==> src/rtl/spi_ram_pkg.sv <==
`default_nettype none
// ============================================================================
//  Module      : spi_ram_pkg
//  Description : Shared opcodes, FSM states and requester-select type for the
//                SPI/host RAM arbiter.
//  Revision    : 1.0 - initial release
// ============================================================================
package spi_ram_pkg;

    localparam logic [1:0] OP_WR_ADDR = 2'b00;
    localparam logic [1:0] OP_WR_DATA = 2'b01;
    localparam logic [1:0] OP_RD_ADDR = 2'b10;
    localparam logic [1:0] OP_RD_DATA = 2'b11;

    typedef enum logic [1:0] {
        ST_IDLE    = 2'd0,
        ST_ACCESS  = 2'd1,
        ST_RD_WAIT = 2'd2,
        ST_RESP    = 2'd3
    } state_e;

    typedef enum logic {
        SEL_HOST = 1'b0,
        SEL_SPI  = 1'b1
    } req_sel_e;

    typedef struct packed {
        logic       valid;
        logic       we;
        logic [7:0] data;
    } spi_pend_t;

endpackage
`default_nettype wire

==> src/rtl/rr_arbiter2.sv <==
`default_nettype none
// ============================================================================
//  Module      : rr_arbiter2
//  Description : Two-requester arbiter (SPI vs host) with a last-grant bit;
//                round-robin or fixed SPI priority selected by RR_EN.
//  Revision    : 1.0 - initial release
// ============================================================================
module rr_arbiter2
    import spi_ram_pkg::*;
#(
    parameter bit RR_EN = 1'b1
) (
    input  logic     clk,
    input  logic     rst_n,
    input  logic     req_spi,
    input  logic     req_host,
    input  logic     grant,
    output logic     valid,
    output req_sel_e winner
);

    req_sel_e last_q;
    req_sel_e last_d;

    always_comb begin
        valid = req_spi | req_host;
        if (req_spi && req_host) begin
            winner = (RR_EN && (last_q == SEL_SPI)) ? SEL_HOST : SEL_SPI;
        end else if (req_spi) begin
            winner = SEL_SPI;
        end else begin
            winner = SEL_HOST;
        end
        last_d = (grant && valid) ? winner : last_q;
    end

    always_ff @(posedge clk or negedge rst_n) begin
        if (!rst_n) begin
            last_q <= SEL_HOST;
        end else begin
            last_q <= last_d;
        end
    end

endmodule
`default_nettype wire

==> src/rtl/spi_ram_arbiter.sv <==
`default_nettype none
// ============================================================================
//  Module      : spi_ram_arbiter
//  Description : Decodes SPI commands, holds address registers and shares the
//                single-port RAM between SPI and a local host requester.
//  Revision    : 1.0 - initial release
// ============================================================================
module spi_ram_arbiter
    import spi_ram_pkg::*;
#(
    parameter bit RR_EN = 1'b1
) (
    input  logic       clk,
    input  logic       rst_n,
    input  logic [9:0] rx_data,
    input  logic       rx_valid,
    output logic [7:0] tx_data,
    output logic       tx_valid,
    input  logic       host_req,
    input  logic       host_we,
    input  logic [7:0] host_addr,
    input  logic [7:0] host_wdata,
    output logic       host_gnt,
    output logic [7:0] host_rdata,
    output logic       host_rvalid,
    output logic       ram_en,
    output logic       ram_we,
    output logic [7:0] ram_addr,
    output logic [7:0] ram_wdata,
    input  logic [7:0] ram_rdata,
    output logic       spi_ovf
);

    state_e     state_q,     state_d;
    req_sel_e   owner_q,     owner_d;
    spi_pend_t  pend_q,      pend_d;
    logic [7:0] wr_addr_q,   wr_addr_d;
    logic [7:0] rd_addr_q,   rd_addr_d;
    logic       ovf_q,       ovf_d;
    logic       ram_en_q,    ram_en_d;
    logic       ram_we_q,    ram_we_d;
    logic [7:0] ram_addr_q,  ram_addr_d;
    logic [7:0] ram_wdata_q, ram_wdata_d;
    logic       host_gnt_q,  host_gnt_d;
    logic       tx_valid_q,  tx_valid_d;
    logic [7:0] tx_data_q,   tx_data_d;
    logic       host_rv_q,   host_rv_d;
    logic [7:0] host_rd_q,   host_rd_d;

    logic       arb_valid;
    req_sel_e   arb_winner;
    logic [1:0] rx_op;
    logic [7:0] rx_payload;

    assign rx_op      = rx_data[9:8];
    assign rx_payload = rx_data[7:0];

    rr_arbiter2 #(
        .RR_EN (RR_EN)
    ) u_arb (
        .clk      (clk),
        .rst_n    (rst_n),
        .req_spi  (pend_q.valid),
        .req_host (host_req),
        .grant    (state_q == ST_IDLE),
        .valid    (arb_valid),
        .winner   (arb_winner)
    );

    always_comb begin
        state_d     = state_q;
        owner_d     = owner_q;
        pend_d      = pend_q;
        wr_addr_d   = wr_addr_q;
        rd_addr_d   = rd_addr_q;
        ovf_d       = ovf_q;
        ram_en_d    = 1'b0;
        ram_we_d    = 1'b0;
        ram_addr_d  = ram_addr_q;
        ram_wdata_d = ram_wdata_q;
        host_gnt_d  = 1'b0;
        tx_valid_d  = 1'b0;
        tx_data_d   = tx_data_q;
        host_rv_d   = 1'b0;
        host_rd_d   = host_rd_q;

        case (state_q)
            ST_IDLE: begin
                if (arb_valid) begin
                    owner_d  = arb_winner;
                    ram_en_d = 1'b1;
                    if (arb_winner == SEL_SPI) begin
                        ram_we_d    = pend_q.we;
                        ram_addr_d  = pend_q.we ? wr_addr_q : rd_addr_q;
                        ram_wdata_d = pend_q.data;
                    end else begin
                        ram_we_d    = host_we;
                        ram_addr_d  = host_addr;
                        ram_wdata_d = host_wdata;
                        host_gnt_d  = 1'b1;
                    end
                    state_d = ST_ACCESS;
                end
            end
            ST_ACCESS: begin
                if (owner_q == SEL_SPI) begin
                    pend_d.valid = 1'b0;
                end
                state_d = ram_we_q ? ST_IDLE : ST_RD_WAIT;
            end
            ST_RD_WAIT: begin
                if (owner_q == SEL_SPI) begin
                    tx_valid_d = 1'b1;
                    tx_data_d  = ram_rdata;
                end else begin
                    host_rv_d = 1'b1;
                    host_rd_d = ram_rdata;
                end
                state_d = ST_RESP;
            end
            ST_RESP: begin
                state_d = ST_IDLE;
            end
            default: begin
                state_d = ST_IDLE;
            end
        endcase

        // Decode after the FSM so a command meeting a still-set pending slot
        // is dropped even in the cycle that slot is being released.
        if (rx_valid) begin
            case (rx_op)
                OP_WR_ADDR: wr_addr_d = rx_payload;
                OP_RD_ADDR: rd_addr_d = rx_payload;
                default: begin
                    if (pend_q.valid) begin
                        ovf_d = 1'b1;
                    end else begin
                        pend_d.valid = 1'b1;
                        pend_d.we    = (rx_op == OP_WR_DATA);
                        pend_d.data  = rx_payload;
                    end
                end
            endcase
        end
    end

    always_ff @(posedge clk or negedge rst_n) begin
        if (!rst_n) begin
            state_q     <= ST_IDLE;
            owner_q     <= SEL_HOST;
            pend_q      <= '0;
            wr_addr_q   <= '0;
            rd_addr_q   <= '0;
            ovf_q       <= 1'b0;
            ram_en_q    <= 1'b0;
            ram_we_q    <= 1'b0;
            ram_addr_q  <= '0;
            ram_wdata_q <= '0;
            host_gnt_q  <= 1'b0;
            tx_valid_q  <= 1'b0;
            tx_data_q   <= '0;
            host_rv_q   <= 1'b0;
            host_rd_q   <= '0;
        end else begin
            state_q     <= state_d;
            owner_q     <= owner_d;
            pend_q      <= pend_d;
            wr_addr_q   <= wr_addr_d;
            rd_addr_q   <= rd_addr_d;
            ovf_q       <= ovf_d;
            ram_en_q    <= ram_en_d;
            ram_we_q    <= ram_we_d;
            ram_addr_q  <= ram_addr_d;
            ram_wdata_q <= ram_wdata_d;
            host_gnt_q  <= host_gnt_d;
            tx_valid_q  <= tx_valid_d;
            tx_data_q   <= tx_data_d;
            host_rv_q   <= host_rv_d;
            host_rd_q   <= host_rd_d;
        end
    end

    assign tx_data     = tx_data_q;
    assign tx_valid    = tx_valid_q;
    assign host_gnt    = host_gnt_q;
    assign host_rdata  = host_rd_q;
    assign host_rvalid = host_rv_q;
    assign ram_en      = ram_en_q;
    assign ram_we      = ram_we_q;
    assign ram_addr    = ram_addr_q;
    assign ram_wdata   = ram_wdata_q;
    assign spi_ovf     = ovf_q;

endmodule
`default_nettype wire
==> config.mk <==
export PLATFORM = sky130hd
export DESIGN_NAME = spi_ram_arbiter
export DESIGN_NICKNAME = d
export VERILOG_FILES = /design/src/rtl/spi_ram_pkg.sv /design/src/rtl/rr_arbiter2.sv /design/src/rtl/spi_ram_arbiter.sv
export SDC_FILE = /design/constraint.sdc
export NUM_CORES = 1
export LEC_CHECK = 0
export ABC_CLOCK_PERIOD_IN_PS = 1900
export BUFFER_PORTS_ARGS = -buffer_cell sky130_fd_sc_hd__buf_2
export CAP_MARGIN = 40
export CORE_UTILIZATION = 51
export DETAILED_ROUTE_END_ITERATION = 8
export GPL_TIMING_DRIVEN = 0
export PLACE_DENSITY_LB_ADDON = 0.2
export SLEW_MARGIN = 20
export SYNTH_ARGS = -nofsm -noshare
export SYNTH_HDL_FRONTEND = slang
export SYNTH_SLANG_ARGS = --single-unit
==> constraint.sdc <==
create_clock -name clk -period 1.9 [get_ports clk]
set_input_delay 0.285 -clock clk [delete_from_list [all_inputs] [get_ports clk]]
set_output_delay 0.285 -clock clk [all_outputs]
set_load 0.02 [all_outputs]
==> results of run 1 <==
repair_timing:
action | CTS | global route
hold endpoints to repair | 30 | 0
hold buffers | 1 | 0
gates resized for setup | 0 | 0
logic make-up after synthesis:
logic type             share of synthesized area [%]
buffers and inverters                           3.41
flip-flops                                      61.8
AO/OA/AOI/OAI                                   10.6
AND/OR/NAND/NOR                                 4.70
multiplexers                                    19.5
layer usage:
metal / routed length (um) / track usage [%] / up-vias
met5: 0 / 0 / -
met1: 2410 / 27.3 / 932
met2: 2610 / 34.0 / 76
met4: 53 / 9.64 / 0
met3: 318 / 4.42 / 6
li1: - / - / 869
power by group through the flow:
stage,clock (uW),combinational [uW],sequential [uW]
after detailed placement,0,2280,2340
after global placement,0,2230,2320
after global routing,1120,2480,2390
after floorplan,0,1130,2760
final,1030,2270,2320
after CTS,1060,2290,2320
state kept, by name (all words and copies together) (netlist names), 8 cells and up, named ones only:
register    count
pend_q         10
tx_data         8
ram_wdata       8
host_rdata      8
rd_addr_q       8
wr_addr_q       8
ram_addr        8
metrics by stage:
step | hold slack [ns] | utilization [%] | area [um^2] | std cells
floorplan | -0.0106 | - | 2720 | 191
global placement | 0.448 | 62.3 | 3180 | 337
detailed placement | 0.246 | 62.8 | 3210 | 338
CTS | 0.168 | 66.3 | 3390 | 355
global route | 0.187 | 66.3 | 3390 | 355
finish | 0.182 | 66.3 | 3390 | 355
how the worst min path moves through the flow:
stage          slack [ns]         to  cells after the start
6_report             0.18     ram_we                      2
3_5_place_dp         0.25   tx_valid                      1
4_1_cts              0.17     ram_we                      2
2_1_floorplan       -0.01  async pin                      0
5_1_grt              0.19     ram_we                      2
3_3_place_gp         0.45   register                      1
cells in the mapped netlist (2+ instances only):
cell type / instances / area, um^2
a221o_1: 8 / 80.1
buf_2: 4 / 20.0
dfrtp_1: 67 / 1680
inv_1: 10 / 37.5
mux2_2: 40 / 450
mux2i_1: 8 / 80.1
nand2_1: 3 / 11.3
nand2b_1: 2 / 12.5
nand3b_1: 2 / 15.0
nor2_1: 3 / 11.3
nor2_2: 2 / 12.5
o21a_1: 8 / 60.1
o21ai_0: 12 / 60.1
o221ai_1: 8 / 70.1
or2_1: 2 / 12.5
area by class of cell:
cell class                 count  area [um^2]  share of cell area (%)
buffer                         7         51.3                    1.51
clock buffer                  14          163                    4.80
clock inverter                 2         10.0                   0.295
inverter                      11         41.3                    1.22
multi-input combinational    106          946                    27.9
sequential                    67         1680                    49.5
tap                           70         87.6                    2.58
timing repair buffer          78          413                    12.2
critical path, cell delays in order, from the launching register on:
cell and delay (ns):
dfrtp_1 0.41, nand2b_1 0.20, nor2_2 0.39, mux2_2 0.39
==> metrics.txt, run 1 <==
Comb pwr share=between 40% and 50%; crit-path max FO=9; Iter 0 DRT Violations=94; RR Endpoint=host_rdata[5]; Crit. Startpoint=state_q[0]; Max clock buf depth=2; P_sw=between 2000 and 2500 uW; Tmin final=roughly 1.5 ns; Clk pin slew, worst setup/hold paths=about 0.07 ns; # rows=26; Tot Pwr=between 5000 and 6000 uW; RSZ-0062 raised after global routing=no; Worst Setup EP=host_rdata[5]; Final setup viols=0; Root Buffer=clkbuf_8; Final Max Slew Viols=0; Top FF cell, synth=dfrtp_1; final setup TNS=0 ns; # Post-CTS Setup Buffers=0; I/O Pins=77; EDFF count, synth=0; Yosys reg bits=67; status=complete, no violations; worst-margin pin slew=roughly 0.48 ns; Routed WL=5.39 mm; CP Data Arrival Time=between 1.5 and 2 ns; Routed Antenna Nets=0; synth warn=0; Fin. Hold Viols=0; Clk pwr share=~18%; port bufs=76; period utilization=between 70% and 80%; Max Cap Violations=0; CP startpoint kind=register; CTS tree=built; total global-route track usage=21.0%; Num CTS Buffers=9; r2r worst-path depth=3; vias in the first global route=approximately 1800; global route total overflow=0; clk sinks=67; worst min-delay path class=in2reg; area grow syn2layout=24.8%; sequential power share=about two fifths; Reg2Reg Setup Slack=0.40 ns; Inserted Diodes=0; P_leak=around 0.0016 uW; Net Sw Frac=between 30% and 40%; commonest cells after routing, fill and taps aside=79 x buf_2, 67 x dfrtp_1, 40 x mux2_2; number of nets in the layout=approximately 320; Die Y=roughly 75 um; fraction of registers with async set or reset after synthesis=100%; count of cell types in the netlist=27; WP data required=2.11 ns; Routed WL per cell=15.2 um; Chip Width=~75 um; Hold Startpoint=host_we; placer congestion estimate=0.729; core area=approximately 5100 um^2; Final HPWL DP=3.94 mm; DRC errors left=0; DR vias=approximately 1900; Critical Path End Type=register; Seq/Total Area, Yosys=roughly three fifths; Die ar.=~5600 um^2; largest net degree at the start of global routing=38; most common cell after layout, fill and taps aside=buf_2; netlist area before placement=roughly 2700 um^2; number of H-tree levels=3; fill count=roughly 400; drt pass-1 iters=4; worst skew pair latency=0.33 ns; Peak VDD IR=between 0.0008 and 0.0009 V; r2r startpoint=state_q[0]; fmax=0.665 GHz; cell count after synthesis=191; Starting Density=around 53%; P_int=3570 uW; critical path class=reg2reg; post-synth net total=230; Avg Cell Area, Syn=14.2 um^2; wire length of the first global-routing pass=roughly 8.5 mm; setup slack after layout=0.396 ns; Worst slew margin=approximately two thirds; vias per cell=5.30; Final Skew=roughly 0.0053 ns; pwr dens=around 1700 nW/um^2; initial antenna violation count=0; Place WS=0.395 ns; share of cells above drive strength 1=about half
Note: power is estimated with default switching activity, not from simulation.
==> inputs of run 2 (changes only) <==
Settings changed: ABC_AREA set to 1, ABC_CLOCK_PERIOD_IN_PS 1900 to 1200, CORE_UTILIZATION 51 to 47.
Clock period 1.9 ns to 1.2 ns, I/O delays scaled along.
==> metrics.txt, run 2 <==
commonest cells after routing, fill and taps aside=111 x nand2_1, 79 x buf_2, 63 x dfrtp_1; Tot Pwr=10400 uW; area leader, netlist=dfrtp_1; Critical Path End Type=register; CP Data Arrival Time=about 1.4 ns; CTS tree=built; Chip Width=79.2 um; P_leak=just over 0.002 uW; Inserted Diodes=0; count of cell types in the netlist=20; synth cell count leaders=113 x nand2_1, 67 x dfrtp_1, 40 x o21ai_1, 31 x inv_1, 16 x nand3_1; Reg2Reg Setup Slack=0.02 ns; area grow syn2layout=33.3%; Final Skew=around 0.007 ns; Peak VDD IR=about 0.0017 V; Hold Startpoint=rx_data[9]; Num CTS Buffers=9; Final Max Slew Viols=0; Yosys reg bits=67; synth warn=0; status=complete, no violations; P_int=6190 uW; sequential power share=between 30 and 40%; number of nets in the layout=452; drt pass-1 iters=4; worst min-delay path class=in2reg; Clk pin slew, worst setup/hold paths=approximately 0.07 ns; clk sinks=67; core area=approximately 5600 um^2; EDFF count, synth=0; synth top area cells=dfrtp_1 60%, nand2_1 15%, o21ai_1 7.1%; Top FF cell, synth=dfrtp_1; fraction of registers with async set or reset after synthesis=between 90% and 100%; Die ar.=about 6300 um^2; Final setup viols=0; Worst Setup EP=ram_addr[6]; Net Sw Frac=between 40 and 50%; Routed WL per cell=between 10 and 15 um; placed cell count=462; worst-margin pin slew=approximately 0.32 ns; share of the synthesized area in the top cell type=approximately three fifths; P_sw=4190 uW; DRC errors left=0; top-count cell post-synth=nand2_1; Post-Layout Cell Count=490; CP startpoint kind=register; Max clock buf depth=2; initial antenna violation count=0; Final HPWL DP=4.66 mm; Clk pwr share=a little over a fifth; crit-path max FO=10; total global-route track usage=about a quarter; netlist area before placement=2800 um^2; most common cell after layout, fill and taps aside=nand2_1; Avg Cell Area, Syn=8.96 um^2; Comb pwr share=a little over two fifths; port bufs=76; Routed Antenna Nets=0; r2r worst-path depth=5; Tmin final=1.18 ns; RR Endpoint=ram_addr[6]; worst skew pair latency=approximately 0.33 ns; setup slack after layout=roughly 0.024 ns; Max Cap Violations=0; global route total overflow=0; critical path class=reg2reg; I/O Pins=just under 80; period utilization=98.0%; fmax=~0.85 GHz; vias in the first global route=2302; cell count after synthesis=~310; Routed WL=about 7 mm; vias per cell=slightly below 5; Starting Density=just under 50%; share of cells above drive strength 1=between 30 and 40%; WP data required=1.41 ns; Seq/Total Area, Yosys=approximately 60%; Die Y=roughly 80 um; DR vias=around 2400; Place WS=-0.0883 ns; wire length of the first global-routing pass=about 11 mm; max FFs per register=10; placer congestion estimate=about 0.8; Worst slew margin=78.7%; pwr dens=~2800 nW/um^2; Iter 0 DRT Violations=a little over 90; WHS=around 0.075 ns; fill count=about 470; Fin. Hold Viols=0; number of H-tree levels=3; Finished Core Util=66.3%; # rows=27; largest net degree at the start of global routing=between 40 and 50; post-synth net total=approximately 350; Root Buffer=clkbuf_8; Most flops, register=pend_q
==> run 2: cell types whose count changed after synthesis, moves of 3 or more <==
| cell | previous run | this run |
|---|---|---|
| a221o_1 | 8 | 0 |
| buf_4 | 0 | 3 |
| inv_1 | 10 | 31 |
| mux2_2 | 40 | 0 |
| mux2i_1 | 8 | 0 |
| nand2_1 | 3 | 113 |
| nand2_4 | 0 | 3 |
| nand3_1 | 1 | 16 |
| nand4_1 | 0 | 8 |
| o21a_1 | 8 | 0 |
| o21ai_1 | 0 | 40 |
| o221ai_1 | 8 | 0 |
==> run 2: how the worst min path moves through the flow <==
stage / to / cells past startpoint / slack [ns]
floorplan: async pin / 0 / -0.12
global route: pend_q[8] / 2 / 0.08
detailed placement: ram_addr[0] / 1 / 0.1
global placement: pend_q[8] / 2 / 0.41
finish: pend_q[8] / 2 / 0.07
CTS: pend_q[8] / 2 / 0.06
==> run 2: cells by family after synthesis <==
family | Yosys count | share of synthesized area, %
AO/OA/AOI/OAI | 54 | 9.91
flip-flops | 67 | 59.8
AND/OR/NAND/NOR | 149 | 23.6
buffers and inverters | 43 | 6.69
==> run 2: cell type report <==
| type | instances | area, um^2 | share of cell area [%] |
|---|---|---|---|
| clock inverters | 5 | 100 | 2.68 |
| repair buffers | 87 | 480 | 12.9 |
| flip-flops and latches | 67 | 1680 | 45.0 |
| clock buffers | 11 | 141 | 3.78 |
| well taps | 72 | 90.1 | 2.41 |
| inverters | 33 | 129 | 3.45 |
| plain buffers | 10 | 83.8 | 2.24 |
| multi-input cells | 205 | 1030 | 27.6 |
==> run 2: critical path, stage by stage, from the launching register on <==
cell and delay, ns:
dfrtp_2 0.49, nor2_4 0.20, nand2_8 0.09, buf_8 0.14
nand2_2 0.06, nand3_1 0.07
==> run 2: timing repair <==
action	in CTS	in global routing
endpoints found under the hold margin	24	0
cloned	1	1
pin swaps	2	4
setup buffers	1	8
setup endpoints to repair	27	45
resized for setup	4	32
hold buffers	1	0
==> run 2: power by group through the flow <==
stage          combinational [uW]  sequential (uW)  clock, uW
2_1_floorplan                1890             4340          0
3_3_place_gp                 3710             3660          0
3_5_place_dp                 3790             3680          0
4_1_cts                      3910             3660       2310
5_1_grt                      4800             3830       2400
6_report                     4370             3740       2270
==> run 2: stage by stage <==
step / cell area, um^2 / TNS, ns
global route: 3740 / -0.0380
global placement: 3270 / -21.51
CTS: 3570 / -0.313
detailed placement: 3300 / -0.673
finish: 3740 / 0
floorplan: 2800 / 0
==> run 2: routing by layer <==
metal	GRT usage, %	part of all wire (%)	up-vias
li1	-	-	1209
met1	32.7	47	1143
met2	35.3	47	72
met3	4.83	4.6	7
met4	10.7	1.3	0
met5	0	0	-
